**config.mk**
```make
export PLATFORM = sky130hd
export DESIGN_NAME = store_queue
export DESIGN_NICKNAME = d
export VERILOG_FILES = /design/src/rtl/stq_pkg.sv /design/src/rtl/stq_fwd_match.sv /design/src/rtl/store_queue.sv
export SDC_FILE = /design/constraint.sdc
export NUM_CORES = 1
export LEC_CHECK = 0
export CAP_MARGIN = 20
export CORE_MARGIN = 4
export CORE_UTILIZATION = 55
export CTS_CLUSTER_SIZE = 10
export DETAILED_ROUTE_END_ITERATION = 10
export PLACE_DENSITY = 0.79
export SLEW_MARGIN = 40
export SYNTH_ARGS = -nofsm -noshare
export SYNTH_HDL_FRONTEND = slang
export SYNTH_SLANG_ARGS = --single-unit
```
**constraint.sdc**
```tcl
create_clock -name clk -period 2.9 [get_ports clk]
set_clock_uncertainty 0.15 [all_clocks]
set_input_delay 0.58 -clock clk [delete_from_list [all_inputs] [get_ports clk]]
set_output_delay 0.58 -clock clk [all_outputs]
set_load 0.05 [all_outputs]
```
**src/rtl/stq_pkg.sv**
```systemverilog
`default_nettype none
// ============================================================================
//  Package     : stq_pkg
//  Description : Shared types and sizing constants for the store queue.
//  Revision    : 1.0  initial release
// ============================================================================
package stq_pkg;

   localparam int STQ_DATA_W = 32;
   localparam int STQ_ADDR_W = 32;
   localparam int STQ_DEPTH  = 4;

   localparam int PTR_W = $clog2(STQ_DEPTH);
   localparam int CNT_W = $clog2(STQ_DEPTH + 1);

   typedef struct packed {
      logic [STQ_ADDR_W-1:0] addr;
      logic [STQ_DATA_W-1:0] data;
   } stq_entry_t;

endpackage : stq_pkg
`default_nettype wire

```
**src/rtl/stq_fwd_match.sv**
```systemverilog
`default_nettype none
// ============================================================================
//  Module      : stq_fwd_match
//  Description : Load-address search over occupied queue slots; returns the
//                youngest matching store's data.
//  Revision    : 1.0  initial release
// ============================================================================
module stq_fwd_match
   import stq_pkg::*;
#(
   parameter int DATA_W   = STQ_DATA_W,
   parameter int ADDR_W   = STQ_ADDR_W,
   parameter int DEPTH    = STQ_DEPTH,
   parameter int PTR_BITS = $clog2(DEPTH),
   parameter int CNT_BITS = $clog2(DEPTH + 1)
) (
   input  logic [DEPTH-1:0][ADDR_W-1:0] addr_q,
   input  logic [DEPTH-1:0][DATA_W-1:0] data_q,
   input  logic [PTR_BITS-1:0]          rd_ptr,
   input  logic [CNT_BITS-1:0]          count,
   input  logic [ADDR_W-1:0]            ld_addr,
   output logic                         fwd_hit,
   output logic [DATA_W-1:0]            fwd_data
);

   logic [PTR_BITS-1:0] slot;

   // Walk oldest to youngest so the last match (youngest) wins.
   always_comb begin
      fwd_hit  = 1'b0;
      fwd_data = '0;
      slot     = '0;
      for (int k = 0; k < DEPTH; k++) begin
         slot = rd_ptr + PTR_BITS'(k);
         if ((CNT_BITS'(k) < count) && (addr_q[slot] == ld_addr)) begin
            fwd_hit  = 1'b1;
            fwd_data = data_q[slot];
         end
      end
   end

endmodule : stq_fwd_match
`default_nettype wire

```
**src/rtl/store_queue.sv**
```systemverilog
`default_nettype none
// ============================================================================
//  Module      : store_queue
//  Description : In-order store buffer between mov/str and the data-memory
//                write port. Optional store-to-load forwarding: STQ_FWD_EN.
//  Revision    : 1.0  initial release
// ============================================================================
module store_queue
   import stq_pkg::*;
#(
   parameter int DATA_W = STQ_DATA_W,
   parameter int ADDR_W = STQ_ADDR_W,
   parameter int DEPTH  = STQ_DEPTH
) (
   input  logic                         clk,
   input  logic                         rst_n,
   input  logic                         in_valid,
   output logic                         in_ready,
   input  logic [ADDR_W-1:0]            in_addr,
   input  logic [DATA_W-1:0]            in_data,
   output logic                         mem_valid,
   input  logic                         mem_ready,
   output logic [ADDR_W-1:0]            mem_addr,
   output logic [DATA_W-1:0]            mem_wdata,
`ifdef STQ_FWD_EN
   input  logic [ADDR_W-1:0]            ld_addr,
   output logic                         fwd_hit,
   output logic [DATA_W-1:0]            fwd_data,
`endif
   output logic [$clog2(DEPTH+1)-1:0]   count,
   output logic                         full,
   output logic                         empty
);

   localparam int PTR_BITS = $clog2(DEPTH);
   localparam int CNT_BITS = $clog2(DEPTH + 1);

   logic [DEPTH-1:0][ADDR_W-1:0] addr_q;
   logic [DEPTH-1:0][DATA_W-1:0] data_q;
   logic [PTR_BITS-1:0]          wr_ptr;
   logic [PTR_BITS-1:0]          rd_ptr;
   logic                         push;
   logic                         pop;

   // Status flags come only from the registered count, never from mem_ready.
   assign full      = (count == CNT_BITS'(DEPTH));
   assign empty     = (count == '0);
   assign in_ready  = !full;
   assign mem_valid = !empty;
   assign mem_addr  = addr_q[rd_ptr];
   assign mem_wdata = data_q[rd_ptr];

   assign push = in_valid && in_ready;
   assign pop  = mem_valid && mem_ready;

   always_ff @(posedge clk or negedge rst_n) begin
      if (!rst_n) begin
         addr_q <= '0;
         data_q <= '0;
         wr_ptr <= '0;
         rd_ptr <= '0;
         count  <= '0;
      end else begin
         if (push) begin
            addr_q[wr_ptr] <= in_addr;
            data_q[wr_ptr] <= in_data;
            wr_ptr         <= wr_ptr + 1'b1;
         end
         if (pop) begin
            rd_ptr <= rd_ptr + 1'b1;
         end
         if (push && !pop) begin
            count <= count + 1'b1;
         end else if (pop && !push) begin
            count <= count - 1'b1;
         end
      end
   end

`ifdef STQ_FWD_EN
   stq_fwd_match #(
      .DATA_W   (DATA_W),
      .ADDR_W   (ADDR_W),
      .DEPTH    (DEPTH),
      .PTR_BITS (PTR_BITS),
      .CNT_BITS (CNT_BITS)
   ) u_fwd_match (
      .addr_q   (addr_q),
      .data_q   (data_q),
      .rd_ptr   (rd_ptr),
      .count    (count),
      .ld_addr  (ld_addr),
      .fwd_hit  (fwd_hit),
      .fwd_data (fwd_data)
   );
`endif

endmodule : store_queue
`default_nettype wire
```
==> impl_metrics.tcl, run 1 <==
set metrics [dict create \
    seqCellArea_um2 6590 \
    place_congestion 0.757 \
    layout_commonest_cell "dfrtp_1" \
    maxSlewViolCount 0 \
    dpl.hpwl_um 15600 \
    critPathMaxFanout 32 \
    drt-vias-per-instance 5.82 \
    placeableCoreArea_um2 21000 \
    rows 53 \
    cts_root_buf "clkbuf_16" \
    synth_area_um2 11700 \
    io_pins 139 \
    synth.avg_cell_area_um2 17.9 \
    critPathCaptureType "primary output" \
    cp_slowest_cell "mux4_2" \
    htree_levels 1 \
    hold_class "flip-flop to flip-flop" \
    worst-path-buf-inv 2 \
    clock-sinks 263 \
    vias 6312 \
    fmax_mhz 356 \
    layout_common_cells "dfrtp_1, mux2_2, clkdlybuf4s50_1, buf_4, mux4_2" \
    rsz0062_at_grt "no" \
    synth_ff_type "dfrtp_1" \
    netlist_instances 655 \
    drive_gt1_share_pct 51.1 \
    ys_warn_count 0 \
    wl_per_cell_um 22.7 \
    insertion_delay_ps 530 \
    grt_pass1_vias 7410 \
    firstDrtPassIters 4 \
    drc 0 \
    multi_input_area_um2 4770 \
    synth_edf_count 0 \
    setup_violations 0 \
    die-area_um2 23700 \
    initial_core_util_pct 55.8 \
    slew_headroom_pct 59.6 \
    synthTopCellsByArea "dfrtp_1, mux2_2, mux4_2" \
    tns_ps 0 \
    antenna_found_initial 0 \
    n_fill_cell 1434 \
    min_period_over_period_pct 96.8 \
    max-clock-path-buffers 3 \
    synth-seq-area-share_pct 56.1 \
    wl_um 24600 \
    die_h_um 154 \
    synth_top_area_share_pct 56.1 \
    synth_nets 729 \
    clk_pin_slew_ps 60 \
    cts_made_buffers 30 \
    maxCapViolations 0 \
    start_kind "flip-flop" \
    syn2layout_area_growth_pct 20.2 \
    ant_nets 0 \
    grt-ovfl-total 0 \
    die_x_um 154 \
    grt_max_degree 77 \
    finalCriticalPeriod_ps 2810 \
    crit_chain "buf_16 > mux4_2 > buf_4" \
    status "finished, final reports clean" \
    yosysTopAreaCell "dfrtp_1" \
    reg2reg_slack_ps 620 \
    first_iter_violations 308 \
    tightest_slew_ps 605 \
    synth-seq-cells 263 \
    fin_nets 879 \
    ys_async_sr_fraction_pct 100 \
    port_buffers 138 \
    cts_tree "built" \
    grtUsageTotal_pct 21.4 \
    synth.distinct_cells 23 \
    crit_type "flip-flop to primary output" \
    cp.required_ps 2170 \
    grt_pass1_wl_um 40500 \
    post_cts_buffers 0 \
    crit_path_max_incr_delay_ps 590 \
    hold_violations 0 \
    crit_family "multiplexers" \
    cp.arrival_ps 2080 \
]
==> worst paths after layout <==
path	start	to	cells past startpoint
min in group asynchronous	rst_n	addr_q[24]	2
worst min register to register	data_q[78]	data_q[78]	1
worst max register to register	count[2]	count[2]	8
worst max-delay path	rd_ptr[0]	mem_addr[21]	3
max in group asynchronous	rst_n	data_q[74]	3
worst min-delay path	data_q[78]	data_q[78]	1
==> registers in the layout (all words and copies together), names as in the netlist <==
| name | cells |
|---|---|
| rd_ptr | 2 |
| addr_q | 128 |
| data_q | 128 |
| wr_ptr | 2 |
| count | 3 |
==> cells by family (layout without fill, tap and decap cells) <==
family | count (synthesis) | count (layout) | synth area share (%)
xor+xnor | 6 | 6 | 0.448
fa+ha+maj | 6 | 6 | 0.704
buf+inv | 43 | 197 | 3.20
flops | 263 | 263 | 56.1
mux | 322 | 322 | 38.4
other cells | 0 | 1 | 0
simple gates | 15 | 15 | 1.13
==> metrics by stage <==
stage | util, % | hold WS, ps | setup WS (ps) | area [um^2] | instances
after floorplan | - | 134 | 224 | 11700 | 655
final | 67.0 | 331 | 93.6 | 14100 | 1085
after detailed placement | 63.0 | 321 | 253 | 13200 | 1047
after global routing | 67.0 | 353 | 5.43 | 14100 | 1084
after CTS | 67.0 | 334 | 49.8 | 14100 | 1084
after global placement | 63.0 | 312 | 299 | 13200 | 1047
==> area by class of cell <==
class	instances	share of cell area [%]
antenna	1	0.0178
sequential	263	46.7
tap	275	2.44
clock buffer	35	5.68
clock inverter	1	0.213
multi-input combinational	349	33.8
timing repair buffer	156	10.9
inverter	5	0.187
==> synthesized netlist by cell type, types with 2 or more instances <==
| master | instances |
|---|---|
| ha_1 | 5 |
| buf_6 | 24 |
| mux2_2 | 184 |
| xor2_1 | 2 |
| buf_2 | 6 |
| xnor2_1 | 4 |
| dfrtp_1 | 263 |
| buf_4 | 5 |
| mux4_2 | 64 |
| buf_1 | 2 |
| inv_1 | 4 |
| mux2_4 | 41 |
| nand2_1 | 5 |
| mux2_1 | 33 |
| nor2_1 | 2 |
| nor2_8 | 4 |
==> layer usage <==
layer / GRT usage (%) / up-vias / share of wire, %
li1: - / 2738 / -
met1: 28.1 / 3385 / 40
met2: 37.0 / 143 / 52
met3: 3.91 / 46 / 4.7
met4: 5.51 / 0 / 2.4
met5: 0 / - / 0
==> timing repair <==
action | in CTS | in global routing
setup endpoints to repair | 3 | 1
hold endpoints to repair | 72 | 0
hold buffers | 1 | 0
gates cloned | 0 | 0
pin swaps | 0 | 0
resized for setup | 3 | 1
Power of run 1 is not shown: default switching activity piles up to over one toggle a cycle in this logic, so the estimate is an artifact.
==> run 2, diff against run 1 <==
CORE_UTILIZATION = 40   (was 55)
CTS_CLUSTER_DIAMETER = 40   (was not set)
PLACE_DENSITY = not set   (was 0.79)
SETUP_SLACK_MARGIN = 0.4   (was not set)
==> impl_metrics.tcl, run 2 (synthesis results as in run 1) <==
set metrics [dict create \
    status "finished, final reports clean" \
    wl_um 26800 \
    wl_per_cell_um 21.5 \
    n_fill_cell 2302 \
    max-clock-path-buffers 3 \
    min_delay_path_depth 1 \
    die_h_um 179 \
    firstDrtPassIters 4 \
    cp_slowest_cell "mux4_2" \
    io_pins 139 \
    layout_common_cells "dfrtp_1, mux2_2, clkdlybuf4s50_1, mux4_2, clkbuf_16" \
    port_buffers 138 \
    drt-vias-per-instance 5.14 \
    dpl.hpwl_um 16300 \
    tns_ps 0 \
    grt-ovfl-total 0 \
    crit_chain "buf_16 > mux4_2 > buf_4" \
    cts_tree "built" \
    slew_headroom_pct 66.5 \
    grt_max_degree 65 \
    drc 0 \
    die_x_um 179 \
    antenna_cells 0 \
    ant_nets 0 \
    grt_pass1_vias 7614 \
    hold_violations 0 \
    critPathCaptureType "primary output" \
    crit_type "flip-flop to primary output" \
    cts_made_buffers 40 \
    cp.required_ps 2170 \
    grtUsageTotal_pct 16.9 \
    grt_pass1_wl_um 42300 \
    placeableCoreArea_um2 28800 \
    cts_root_buf "clkbuf_16" \
    finalCriticalPeriod_ps 2770 \
    first_iter_violations 283 \
    rsz0062_at_grt "yes" \
    vias 6395 \
    r2r_cells 8 \
    maxSlewViolCount 0 \
    initial_core_util_pct 40.7 \
    critPathMaxFanout 23 \
    die-area_um2 32100 \
    worst-path-buf-inv 2 \
    clock-sinks 263 \
    fin_nets 904 \
    tightest_slew_ps 502 \
    min_period_over_period_pct 95.4 \
    cp.depth 3 \
    antenna_found_initial 0 \
    crit_family "multiplexers" \
    htree_levels 2 \
    hold_class "flip-flop to flip-flop" \
    setup_violations 0 \
    fmax_mhz 361 \
    maxCapViolations 0 \
    clk_pin_slew_ps 50 \
    reg_top3 "addr_q (128), data_q (128), count (3)" \
    crit_path_max_incr_delay_ps 550 \
    rows 62 \
    drive_gt1_share_pct 54.2 \
    place_congestion 0.757 \
    start_kind "flip-flop" \
    syn2layout_area_growth_pct 29.3 \
    cp.arrival_ps 2040 \
    layout_commonest_cell "dfrtp_1" \
    insertion_delay_ps 500 \
]
run 2: changes by cell type in the layout (fill, tap and decap cells not counted), sizes merged:
cell	previous run	this run
inv	5	9
clkinv	0	5
clkdlybuf4s15	0	1
clkdlybuf4s50	70	66
dlymetal6s2s	0	2
bufinv	1	3
clkbuf	35	58
dlygate4sd2	3	2
diode	1	0
clkinvlp	0	4
buf	82	96
run 2: path summary, 6_finish.rpt:
path	from	end	slack (ps)
hold reg to reg	data_q[44]	data_q[44]	330
setup / recovery	rd_ptr[0]	mem_addr[4]	130
min in group asynchronous	rst_n	addr_q[35]	430
max in group asynchronous	rst_n	count[0]	1280
setup reg to reg	count[2]	count[2]	670
hold / removal	data_q[44]	data_q[44]	330
run 2: repair_timing:
action / 4_1_cts / 5_1_grt
setup endpoints to repair: 69 / 68
gates cloned: 2 / 2
resized for setup: 50 / 18
endpoints found under the hold margin: 47 / 0
buffers inserted: 7 / 2
hold buffers: 1 / 0
run 2: layer usage:
metal	wire length [um]	share of wire, %	GRT usage, %	up-vias
met4	558	2.1	4.35	0
met1	11200	42	21.7	3416
li1	-	-	-	2805
met5	0	0	0	-
met3	1270	4.8	3.58	45
met2	13700	51	29.3	129
run 2: area by class of cell:
cell class / count / area [um^2] / share of cell area, %
sequential: 263 / 6590 / 43.5
multi-input combinational: 349 / 4770 / 31.5
timing repair buffer: 171 / 1950 / 12.9
clock buffer: 55 / 1150 / 7.57
tap: 384 / 480 / 3.17
clock inverter: 16 / 188 / 1.24
inverter: 5 / 26.3 / 0.173
run 2: per-stage QoR:
stage | util [%] | cell area, um^2 | instances | worst slack [ps] | hold WS, ps
6_report | 52.7 | 15200 | 1243 | 132 | 331
5_1_grt | 52.7 | 15200 | 1243 | 46.2 | 355
2_1_floorplan | - | 11700 | 655 | 407 | 134
3_5_place_dp | 46.6 | 13400 | 1158 | 210 | 322
4_1_cts | 52.3 | 15100 | 1239 | 100 | 335
3_3_place_gp | 46.6 | 13400 | 1158 | 270 | 312
Power of run 2 is left out for the same reason.
